--- src/rtl/fifo_rd_pkg.sv ---
// Shared definitions for the read-side FIFO drain: default sizes, the debug
// state encoding, the output-buffer depth and small occupancy helpers.
package fifo_rd_pkg;

   localparam int unsigned DATA_W_DEF    = 16;
   localparam int unsigned FRAME_LEN_DEF = 8;

   // Depth of the local output buffer; it also bounds outstanding reads.
   localparam int unsigned BUF_DEPTH = 3;
   localparam int unsigned OCC_W     = 2;

   typedef logic [OCC_W-1:0] occ_t;
   typedef logic [1:0]       ptr_t;

   typedef enum logic [1:0] {
      ST_IDLE  = 2'd0,
      ST_FETCH = 2'd1,
      ST_STALL = 2'd2
   } rd_state_e;

   // Words buffered plus the word still coming out of the FIFO.
   function automatic logic [2:0] pending(input occ_t occ, input logic inflight);
      return {1'b0, occ} + {2'b00, inflight};
   endfunction

   // Ring-pointer increment modulo BUF_DEPTH.
   function automatic ptr_t ptr_inc(input ptr_t p);
      return (p == ptr_t'(BUF_DEPTH - 1)) ? ptr_t'(0) : p + ptr_t'(1);
   endfunction

endpackage

--- src/rtl/rd_out_buffer.sv ---
// Three-entry register FIFO between the FIFO read port and the downstream
// valid/ready interface. Push and pop may happen in the same cycle.
module rd_out_buffer
   import fifo_rd_pkg::*;
#(
   parameter int unsigned DATA_W = DATA_W_DEF
) (
   input  logic              clk,
   input  logic              reset,
   input  logic              push,
   input  logic [DATA_W-1:0] push_data,
   input  logic              pop,
   output occ_t              occ,
   output logic [DATA_W-1:0] head_data
);

   logic [DATA_W-1:0] mem_q [BUF_DEPTH];

   ptr_t wr_ptr_q, wr_ptr_d;
   ptr_t rd_ptr_q, rd_ptr_d;
   occ_t occ_q, occ_d;
   logic push_ok, pop_ok;

   // Qualify requests and compute next pointers and occupancy.
   always_comb begin
      // NOTE: every signal assigned here gets a default first, so no path leaves it unassigned and no latch is inferred.
      wr_ptr_d = wr_ptr_q;
      rd_ptr_d = rd_ptr_q;
      occ_d    = occ_q;
      pop_ok   = pop && (occ_q != occ_t'(0));
      push_ok  = push && ((occ_q != occ_t'(BUF_DEPTH)) || pop_ok);

      if (push_ok) begin
         wr_ptr_d = ptr_inc(wr_ptr_q);
      end
      if (pop_ok) begin
         rd_ptr_d = ptr_inc(rd_ptr_q);
      end
      unique case ({push_ok, pop_ok})
         2'b10:   occ_d = occ_q + occ_t'(1);
         2'b01:   occ_d = occ_q - occ_t'(1);
         default: occ_d = occ_q;
      endcase
   end

   // Pointer and occupancy registers.
   always_ff @(posedge clk) begin
      // NOTE: sequential state uses non-blocking assignments so every flop samples pre-edge values.
      if (reset) begin
         wr_ptr_q <= '0;
         rd_ptr_q <= '0;
         occ_q    <= '0;
      end else begin
         wr_ptr_q <= wr_ptr_d;
         rd_ptr_q <= rd_ptr_d;
         occ_q    <= occ_d;
      end
   end

   // Word storage.
   always_ff @(posedge clk) begin
      // NOTE: storage is deliberately not reset; occupancy decides which entries are visible.
      if (push_ok) begin
         mem_q[wr_ptr_q] <= push_data;
      end
   end

   assign occ       = occ_q;
   assign head_data = mem_q[rd_ptr_q];

endmodule

--- src/rtl/fifo_rd_drain.sv ---
// Read-domain consumer of the asynchronous FIFO. Issues reads against a
// credit of three (buffer plus one in flight), absorbs the FIFO's one-cycle
// read latency and re-presents words downstream in fixed-length frames with
// a running XOR checksum. The debug state is exported on the state port.
module fifo_rd_drain
   import fifo_rd_pkg::*;
#(
   parameter int unsigned DATA_W    = DATA_W_DEF,
   parameter int unsigned FRAME_LEN = FRAME_LEN_DEF
) (
   input  logic              rd_clk,
   input  logic              reset,
   input  logic              empty,
   input  logic [DATA_W-1:0] data_out_fifo,
   output logic              rd_en,
   output logic [DATA_W-1:0] out_data,
   output logic              out_valid,
   input  logic              out_ready,
   output logic              out_last,
   output logic [DATA_W-1:0] frame_sum,
   output logic [15:0]       frame_cnt,
   output rd_state_e         state
);

   localparam int unsigned IDX_W = (FRAME_LEN > 1) ? $clog2(FRAME_LEN) : 1;
   localparam logic [IDX_W-1:0] LAST_IDX = IDX_W'(FRAME_LEN - 1);

   occ_t              occ;
   logic [DATA_W-1:0] head_data;
   logic [2:0]        pend;
   logic              hs;

   logic              inflight_q, inflight_d;
   logic [IDX_W-1:0]  word_idx_q, word_idx_d;
   logic [DATA_W-1:0] acc_q, acc_d;
   logic [15:0]       frame_cnt_q, frame_cnt_d;
   rd_state_e         state_q;

   rd_out_buffer #(
      .DATA_W (DATA_W)
   ) u_buf (
      .clk       (rd_clk),
      .reset     (reset),
      .push      (inflight_q),
      .push_data (data_out_fifo),
      .pop       (hs),
      .occ       (occ),
      .head_data (head_data)
   );

   // Credit and handshake decode; only registered state feeds rd_en.
   always_comb begin
      pend       = pending(occ, inflight_q);
      rd_en      = !reset && !empty && (pend < 3'(BUF_DEPTH));
      inflight_d = rd_en;
      out_valid  = (occ != occ_t'(0));
      out_data   = out_valid ? head_data : '0;
      out_last   = out_valid && (word_idx_q == LAST_IDX);
      frame_sum  = acc_q ^ out_data;
      hs         = out_valid && out_ready;
   end

   // Frame position, checksum accumulator and completed-frame counter.
   always_comb begin
      word_idx_d  = word_idx_q;
      acc_d       = acc_q;
      frame_cnt_d = frame_cnt_q;
      if (hs) begin
         if (out_last) begin
            word_idx_d  = '0;
            acc_d       = '0;
            frame_cnt_d = frame_cnt_q + 16'd1;
         end else begin
            word_idx_d  = word_idx_q + IDX_W'(1);
            acc_d       = acc_q ^ out_data;
         end
      end
   end

   // Read-tracking and framing registers; reset drops the in-flight word.
   always_ff @(posedge rd_clk) begin
      if (reset) begin
         inflight_q  <= 1'b0;
         word_idx_q  <= '0;
         acc_q       <= '0;
         frame_cnt_q <= '0;
      end else begin
         inflight_q  <= inflight_d;
         word_idx_q  <= word_idx_d;
         acc_q       <= acc_d;
         frame_cnt_q <= frame_cnt_d;
      end
   end

   // Debug FSM following credit usage; it does not steer the datapath.
   always_ff @(posedge rd_clk) begin
      if (reset) begin
         state_q <= ST_IDLE;
      end else begin
         unique case (state_q)
            ST_IDLE: begin
               if (rd_en) begin
                  state_q <= ST_FETCH;
               end
            end
            ST_FETCH, ST_STALL: begin
               if ((pend == 3'd0) && !rd_en) begin
                  state_q <= ST_IDLE;
               end else if (pend == 3'(BUF_DEPTH)) begin
                  state_q <= ST_STALL;
               end else begin
                  state_q <= ST_FETCH;
               end
            end
            default: state_q <= ST_IDLE;
         endcase
      end
   end

   assign frame_cnt = frame_cnt_q;
   assign state     = state_q;

endmodule

--- config.mk ---
export PLATFORM = sky130hd
export DESIGN_NAME = fifo_rd_drain
export DESIGN_NICKNAME = d
export VERILOG_FILES = /design/src/rtl/fifo_rd_pkg.sv /design/src/rtl/rd_out_buffer.sv /design/src/rtl/fifo_rd_drain.sv
export SDC_FILE = /design/constraint.sdc
export NUM_CORES = 1
export LEC_CHECK = 0
export ABC_AREA = 1
export CAP_MARGIN = 5
export CORE_MARGIN = 4
export CORE_UTILIZATION = 55
export DETAILED_ROUTE_END_ITERATION = 16
export MAX_ROUTING_LAYER = met4
export PLACE_DENSITY = 0.84
export SYNTH_ARGS = -nofsm -noshare
export SYNTH_HDL_FRONTEND = slang
export SYNTH_SLANG_ARGS = --single-unit
--- constraint.sdc ---
create_clock -name rd_clk -period 4.8 [get_ports rd_clk]
set_input_delay 0.72 -clock rd_clk [delete_from_list [all_inputs] [get_ports rd_clk]]
set_output_delay 0.72 -clock rd_clk [all_outputs]
set_load 0.01 [all_outputs]
==> results.sh, run 1 <==
export IMPL_setup_ws_ns=1.22
export IMPL_synth_commonest_cells="145 x nand2_1, 61 x nor2_1, 56 x inv_1"
export IMPL_overflow=0
export IMPL_cts_tree="built"
export IMPL_clock_sinks=94
export IMPL_first_global_vias=3601
export IMPL_p_leak_nw=2.14
export IMPL_post_cts_resized=0
export IMPL_synth_top_cell_area_share=0.328
export IMPL_drt_iter0_drc=250
export IMPL_die_y_um=97.4
export IMPL_yosysSeqAreaShare=0.538
export IMPL_synth_ff_type="edfxtp_1"
export IMPL_syn_area_um2=4390
export IMPL_crit_slowest_cell="clkdlybuf4s50_1"
export IMPL_post_cts_buffers=0
export IMPL_power_mw=2.03
export IMPL_worstSetupPathType="in -> out"
export IMPL_dieArea_um2=9480
export IMPL_rsz0062_at_grt="no"
export IMPL_drc=0
export IMPL_synthCells=519
export IMPL_finalHoldViolations=0
export IMPL_finalWirelength_um=9950
export IMPL_dr_pass1_iters=7
export IMPL_h_tree_depth=3
export IMPL_synth_distinct_cells=30
export IMPL_cp_data_required_time_ns=4.08
export IMPL_crit_path_start="reset"
export IMPL_worstPathArrival_ns=2.86
export IMPL_vias=3598
export IMPL_seqCellArea_um2=2360
export IMPL_maxSlewViolCount=0
export IMPL_insertion_delay_ns=0.37
export IMPL_status="completed"
export IMPL_cts_inserted_buffers=9
export IMPL_fin_crit_sh=0.747
export IMPL_yosys_warnings=0
export IMPL_dp_hpwl_um=6700
export IMPL_clockBufferDepth=2
export IMPL_ctsHoldBuffers=0
export IMPL_grt_max_degree=33
export IMPL_n_antenna_cell=0
export IMPL_detail_route_antenna_nets=0
export IMPL_rr_worst_depth=8
export IMPL_io_pins=73
export IMPL_cap_viol_max_count=0
export IMPL_setup_viol=0
export IMPL_core_area_um2=7730
export IMPL_ys_ff_latch=94
export IMPL_tightest_slew_ns=0.982
export IMPL_fin_tns_setup_ns=0
export IMPL_multi_input_area_um2=1690
export IMPL_hold_class="reg -> reg"
export IMPL_ys_async_sr_fraction=0
export IMPL_area_growth_pct=22.5
export IMPL_ys_top_cells_by_area="edfxtp_1 33%, dfxtp_1 21%, nand2_1 12%, nor2_1 5.2%, inv_1 4.8%"
export IMPL_rows=32
export IMPL_hold_depth=2
export IMPL_antenna_found_initial=0
export IMPL_max_stage_delay_ns=0.54
export IMPL_wire_per_inst_um=14.3
export IMPL_powerDensity_nw_per_um2=377
export IMPL_max_freq_mhz=279
export IMPL_synth_edf_count=48
export IMPL_fin_worst_skew_ns=0.0167
export IMPL_clockRootBuffer="clkbuf_8"
export IMPL_synth_most_common_cell="nand2_1"
export IMPL_post_place_ws_ns=1.28
export IMPL_postLayoutCoreUtil=0.697
export IMPL_syn_avg_cell_area_um2=8.46
export IMPL_path_cells="clkdlybuf4s50_1, buf_4, inv_1, nand4_1, inv_1, clkdlybuf4s50_1"
export IMPL_track_usage=0.216
export IMPL_initial_core_util=0.568
export IMPL_hold_start="u_buf.wr_ptr_q[1]"
export IMPL_irDropWorstVdd_mv=0.267
export IMPL_final_layout_size_suffix_gt1_frac=0.0941
export IMPL_path_max_fanout=24
export IMPL_die_width_um=97.4
export IMPL_clk_pin_slew_ns=0.10
export IMPL_fillers=586
export IMPL_yosys_area_top_type="edfxtp_1"
export IMPL_grt_pass1_wl_um=16200
export IMPL_final_min_clock_period_ns=3.58
export IMPL_relSlewSlack=0.344
export IMPL_r2r_slack_ns=2.88
export IMPL_startpoint_type="primary input"
export IMPL_io_buffers=72
export IMPL_nets=618
export IMPL_synthesis_nets=547
export IMPL_via_per_inst=5.16
export IMPL_crit_path_end_kind="output pin"
export IMPL_routabilityCongestion=0.937
## layer usage
metal  vias up  track usage  part of all wire
met5         -            -                 0
met4         0       0.0564             0.015
met3        14       0.0546             0.050
met2       104        0.392              0.53
met1      1671        0.236              0.40
li1       1809            -                 -
## final timing paths
path,end
worst min register to register,u_buf.wr_ptr_q[1]
worst max register to register,acc_q[8]
worst min-delay path,u_buf.wr_ptr_q[1]
worst max-delay path,rd_en
## report_power, final
group	internal [mW]	total (mW)	switching [mW]
clock	0.206	0.513	0.307
sequential	0.887	0.924	0.0369
combinational	0.262	0.593	0.332
total	1.35	2.03	0.675
## stage by stage
stage	instance area, µm²	std cells	hold WS (ns)
detailed placement	5180	681	0.465
CTS	5380	697	0.479
finish	5380	697	0.480
global placement	5180	681	0.456
global route	5380	697	0.505
floorplan	4390	519	0.445
## cell usage in the layout (no fill, tap or decap), types with 3 or more instances in the layout
| cell type | n |
|---|---|
| o21ai_0 | 9 |
| ha_1 | 8 |
| edfxtp_1 | 48 |
| clkdlybuf4s50_1 | 72 |
| inv_8 | 3 |
| nand3_1 | 35 |
| nor2_4 | 3 |
| nor2_1 | 61 |
| inv_2 | 11 |
| dfxtp_1 | 46 |
| nand2_1 | 145 |
| nand3_2 | 8 |
| and2_1 | 16 |
| a21oi_1 | 28 |
| inv_1 | 56 |
| nand4_1 | 5 |
| clkbuf_8 | 9 |
| a21oi_2 | 8 |
## sequential cells by signal, summed over array words and instances, names as in the netlist, named ones only
| register | flops |
|---|---|
| u_buf.wr_ptr_q | 2 |
| acc_q | 16 |
| state | 2 |
| u_buf.rd_ptr_q | 2 |
| u_buf.mem_q | 48 |
| frame_cnt | 16 |
| u_buf.occ | 2 |
| word_idx_q | 3 |
| inflight_q | 1 |
## worst max-delay path: cells and delay by family
kind / cells / cell delay, ns
buffers and inverters: 5 / 1.81
AND/OR/NAND/NOR: 1 / 0.31
## kinds of logic (layout without fill, tap and decap cells)
logic type | count (synthesis) | after routing | synth area share
AO/OA/AOI/OAI | 52 | 52 | 0.0701
adder cells (fa/ha/maj) | 8 | 8 | 0.0228
buffers and inverters | 83 | 159 | 0.0778
flip-flops | 94 | 94 | 0.538
AND/OR/NAND/NOR | 282 | 282 | 0.292
## layout make-up
type / count / area share
clock inverter: 7 / 0.0139
timing repair buffer: 74 / 0.137
multi-input combinational: 342 / 0.315
inverter: 69 / 0.0490
tap: 102 / 0.0237
clock buffer: 9 / 0.0230
sequential: 94 / 0.439
Power figures use the tool's default switching activity.
==> run 2: changes to the inputs <==
Settings changed: CORE_UTILIZATION 55 to 53, PLACE_DENSITY 0.84 to 0.82.
Clock period 4.8 ns to 3.7 ns, I/O delays scaled along.
==> run 2 against run 1 <==
Against the previous run: final area grew 0.21%; core utilization shrank 1.3 points; clock power grew 22%; non-clock buffer count grew 4; power grew 27%; largest power group unchanged.
==> results.sh, run 2 (synthesis gave the netlist of run 1 again) <==
export IMPL_fin_worst_skew_ns=0.00953
export IMPL_area_growth_pct=22.8
export IMPL_final_common_cell="nand2_1"
export IMPL_met2_usage=0.363
export IMPL_ctsHoldBuffers=0
export IMPL_hold_start="acc_q[13]"
export IMPL_finalWirelength_um=9530
export IMPL_grt_busiest_layer="met2"
export IMPL_relSlewSlack=0.547
export IMPL_antenna_found_initial=0
export IMPL_worstPathArrival_ns=2.36
export IMPL_vias=3582
export IMPL_wire_per_inst_um=13.6
export IMPL_dieArea_um2=9810
export IMPL_tightest_slew_ns=0.679
export IMPL_dr_pass1_iters=4
export IMPL_fillers=619
export IMPL_clockBufferDepth=2
export IMPL_final_layout_size_suffix_gt1_frac=0.100
export IMPL_status="completed"
export IMPL_insertion_delay_ns=0.36
export IMPL_fin_crit_sh=0.788
export IMPL_h_tree_depth=3
export IMPL_finalHoldViolations=0
export IMPL_die_width_um=99.0
export IMPL_first_global_vias=3536
export IMPL_p_leak_nw=2.15
export IMPL_cts_tree="built"
export IMPL_io_pins=73
export IMPL_io_buffers=72
export IMPL_maxSlewViolCount=0
export IMPL_largest_reg_flops=48
export IMPL_nets=622
export IMPL_grt_pass1_wl_um=15700
export IMPL_path_max_fanout=16
export IMPL_cap_viol_max_count=0
export IMPL_detail_route_antenna_nets=0
export IMPL_cts_inserted_buffers=9
export IMPL_powerDensity_nw_per_um2=479
export IMPL_clock_sinks=94
export IMPL_crit_path_end_kind="output pin"
export IMPL_grt_max_degree=33
export IMPL_max_freq_mhz=343
export IMPL_n_antenna_cell=0
export IMPL_final_cell_mix="145 x nand2_1, 72 x clkdlybuf4s50_1, 61 x nor2_1"
export IMPL_fin_tns_setup_ns=0
export IMPL_cp_data_required_time_ns=3.14
export IMPL_power_mw=2.58
export IMPL_rows=32
export IMPL_final_min_clock_period_ns=2.91
export IMPL_clockRootBuffer="clkbuf_8"
export IMPL_rsz0062_at_grt="no"
export IMPL_r2r_slack_ns=1.79
export IMPL_core_area_um2=7890
export IMPL_startpoint_type="register"
export IMPL_largest_register="u_buf.mem_q"
export IMPL_drc=0
export IMPL_dp_hpwl_um=6810
export IMPL_post_cts_buffers=0
export IMPL_r2r_start="u_buf.occ[0]"
export IMPL_via_per_inst=5.11
export IMPL_die_y_um=99.0
export IMPL_initial_core_util=0.557
export IMPL_drt_iter0_drc=102
export IMPL_overflow=0
export IMPL_setup_viol=0
export IMPL_worstSetupPathType="reg -> out"
export IMPL_use_met3=0.0552
export IMPL_post_cts_resized=0
export IMPL_clk_pin_slew_ns=0.09
export IMPL_track_usage=0.206
export IMPL_grt_use_met1=0.225
export IMPL_irDropWorstVdd_mv=0.288
export IMPL_routabilityCongestion=0.873
export IMPL_hold_class="reg -> reg"
run 2: cell types whose count changed in the layout (fill, tap and decap cells not counted), sizes merged:
cell	delta
inv	-1
buf	+4
clkinv	+1
run 2: routing by layer:
metal | routed length, µm | vias to the layer above | part of all wire
met2 | 4940 | 90 | 0.52
met3 | 557 | 11 | 0.058
met1 | 3910 | 1660 | 0.41
met4 | 124 | 0 | 0.013
met5 | 0 | - | 0
li1 | - | 1821 | -
run 2: area by class of cell:
class | instances | area (µm²) | area share
multi-input combinational | 342 | 1690 | 0.314
sequential | 94 | 2360 | 0.438
clock inverter | 7 | 56.3 | 0.0104
inverter | 69 | 264 | 0.0489
clock buffer | 9 | 124 | 0.0230
tap | 102 | 128 | 0.0237
timing repair buffer | 78 | 766 | 0.142
run 2: path summary, 6_finish.rpt:
kind                         to  cells after the start
setup / recovery  frame_sum[15]                      9
hold / removal        acc_q[13]                      2
setup reg to reg   u_buf.occ[1]                      7
hold reg to reg       acc_q[13]                      2
run 2: critical path, cell delays in order, from the launching register on:
cell and delay (ns):
dfxtp_1 0.49, buf_4 0.26, inv_2 0.16, nand2_1 0.11, nand3_1 0.07, nand2_1 0.11
inv_1 0.06, nand2_1 0.08, and2_1 0.13, clkdlybuf4s50_1 0.53
run 2: metrics by stage:
step / util / setup WS [ns] / cells / instance area [µm²] / hold slack, ns
finish: 0.684 / 0.786 / 701 / 5390 / 0.489
global route: 0.684 / 0.599 / 701 / 5390 / 0.508
CTS: 0.684 / 0.759 / 701 / 5390 / 0.492
detailed placement: 0.661 / 1.17 / 685 / 5210 / 0.479
global placement: 0.661 / 1.17 / 685 / 5210 / 0.456
floorplan: - / 1.19 / 519 / 4390 / 0.445
run 2: power by group:
group / internal [mW] / switching (mW)
combinational: 0.343 / 0.421
clock: 0.252 / 0.375
sequential: 1.15 / 0.0402
==> run 3: changes to the inputs <==
Settings changed: CORE_UTILIZATION 53 to 48, PLACE_DENSITY 0.82 to 0.78.
Clock period 3.7 ns to 2.58 ns, I/O delays scaled along.
==> run 3 against run 2 <==
Against the previous run: sequential cell count is the same; routed wire length is 2.2% higher; register-to-register slack got worse by 0.98 ns; critical path type unchanged; critical endpoint is now rd_en; largest power group unchanged; highest routed layer unchanged.
==> results.sh, run 3 (synthesis gave the netlist of run 1 again) <==
export IMPL_final_layout_size_suffix_gt1_frac=0.108
export IMPL_clockPowerShare=0.244
export IMPL_drt_iter0_drc=126
export IMPL_tightest_slew_ns=0.377
export IMPL_detail_route_antenna_nets=0
export IMPL_n_antenna_cell=0
export IMPL_worstSetupPathType="reg -> out"
export IMPL_die_y_um=104
export IMPL_powerDensity_nw_per_um2=687
export IMPL_die_width_um=104
export IMPL_final_common_cell="nand2_1"
export IMPL_via_per_inst=5.12
export IMPL_setup_viol=0
export IMPL_fin_crit_sh=0.953
export IMPL_io_buffers=72
export IMPL_wire_per_inst_um=13.7
export IMPL_clk_pin_slew_ns=0.09
export IMPL_rsz0062_at_grt="no"
export IMPL_track_usage=0.186
export IMPL_worstPathArrival_ns=2.07
export IMPL_largest_reg_flops=48
export IMPL_antenna_found_initial=0
export IMPL_finalHoldViolations=0
export IMPL_grt_max_degree=33
export IMPL_internal_power_mw=2.54
export IMPL_dieArea_um2=10700
export IMPL_insertion_delay_ns=0.37
export IMPL_io_pins=73
export IMPL_cts_inserted_buffers=9
export IMPL_irDropWorstVdd_mv=0.381
export IMPL_cp_data_required_time_ns=2.19
export IMPL_crit_path_end_kind="output pin"
export IMPL_fin_worst_skew_ns=0.0107
export IMPL_dr_pass1_iters=4
export IMPL_largest_register="u_buf.mem_q"
export IMPL_clockBufferDepth=2
export IMPL_max_freq_mhz=407
export IMPL_overflow=0
export IMPL_clock_sinks=94
export IMPL_final_min_clock_period_ns=2.46
export IMPL_grt_pass1_wl_um=15900
export IMPL_final_cell_mix="145 x nand2_1, 72 x clkdlybuf4s50_1, 61 x nor2_1"
export IMPL_vias=3637
export IMPL_status="completed"
export IMPL_clockRootBuffer="clkbuf_8"
export IMPL_area_growth_pct=24.0
export IMPL_cap_viol_max_count=0
export IMPL_core_area_um2=8810
export IMPL_first_global_vias=3528
export IMPL_fin_tns_setup_ns=0
export IMPL_power_mw=3.74
export IMPL_p_leak_nw=2.18
export IMPL_pwr_share_seq=0.456
export IMPL_dp_hpwl_um=6920
export IMPL_finalWirelength_um=9740
export IMPL_path_max_fanout=6
export IMPL_drc=0
export IMPL_ctsHoldBuffers=0
export IMPL_maxSlewViolCount=0
export IMPL_comb_power_share=0.300
export IMPL_initial_core_util=0.499
export IMPL_nets=626
export IMPL_relSlewSlack=0.749
export IMPL_startpoint_type="register"
export IMPL_hold_class="reg -> reg"
export IMPL_switchingPower_mw=1.21
export IMPL_swShare=0.323
export IMPL_h_tree_depth=3
export IMPL_routabilityCongestion=0.897
export IMPL_rows=34
export IMPL_cts_tree="built"
==> run 3: cell types whose count changed in the layout (fill, tap and decap cells not counted) <==
| cell | previous run | this run |
|---|---|---|
| clkbuf_1 | 0 | 1 |
| inv_8 | 0 | 2 |
| buf_8 | 0 | 1 |
| buf_6 | 0 | 1 |
| inv_6 | 3 | 1 |
| dfxtp_2 | 0 | 2 |
| clkinvlp_4 | 1 | 0 |
| buf_4 | 6 | 8 |
| dfxtp_1 | 46 | 44 |
==> run 3: power by group through the flow <==
stage               Combinational [mW]  Sequential [mW]  Clock, mW
floorplan                        0.643             1.73          0
global placement                  1.09             1.74          0
detailed placement                1.12             1.74          0
CTS                               1.13             1.71      0.939
global route                      1.24             1.72      0.987
finish                            1.12             1.71      0.912
==> run 3: path summary, 6_finish.rpt <==
path	cells after the start	start	endpoint	slack [ns]
worst max-delay path	6	u_buf.occ[0]	rd_en	0.12
worst min-delay path	2	word_idx_q[2]	word_idx_q[2]	0.49
worst max register to register	7	u_buf.occ[1]	u_buf.occ[1]	0.81
worst min register to register	2	word_idx_q[2]	word_idx_q[2]	0.49
==> run 3: cell type report <==
type | instances | area (µm²)
inverter | 69 | 264
fill | 744 | 3360
clock buffer | 10 | 128
tap | 108 | 135
multi-input combinational | 342 | 1690
sequential | 94 | 2360
clock inverter | 6 | 53.8
timing repair buffer | 82 | 807
==> run 3: critical path, stage by stage, from the launching register on <==
cell             delay, ns
dfxtp_2               0.37
ha_1                  0.21
ha_1                  0.33
nand2_1               0.08
nand4_1               0.11
inv_1                 0.08
clkdlybuf4s50_1       0.53
==> run 3: repair_timing <==
item	4_1_cts	5_1_grt
hold endpoints to repair	0	0
buffers inserted	1	0
endpoints found under the setup margin	2	13
resized for setup	1	4
==> run 3: layer usage <==
layer	GRT usage	vias to the layer above	share of wire
met2	0.329	90	0.52
met4	0.0617	0	0.014
met1	0.201	1707	0.41
met3	0.0553	16	0.057
li1	-	1824	-
met5	-	-	0
==> run 3: metrics by stage <==
step                      cell area (µm²)   util  hold slack, ns  worst slack [ns]  std cells
after floorplan                      4390      -           0.445             0.242        519
after global placement               5240  0.595           0.457             0.371        694
after detailed placement             5240  0.595           0.474             0.270        694
after CTS                            5430  0.617           0.488            0.0386        711
after global routing                 5450  0.619           0.495           0.00728        711
final                                5450  0.619           0.490             0.122        711
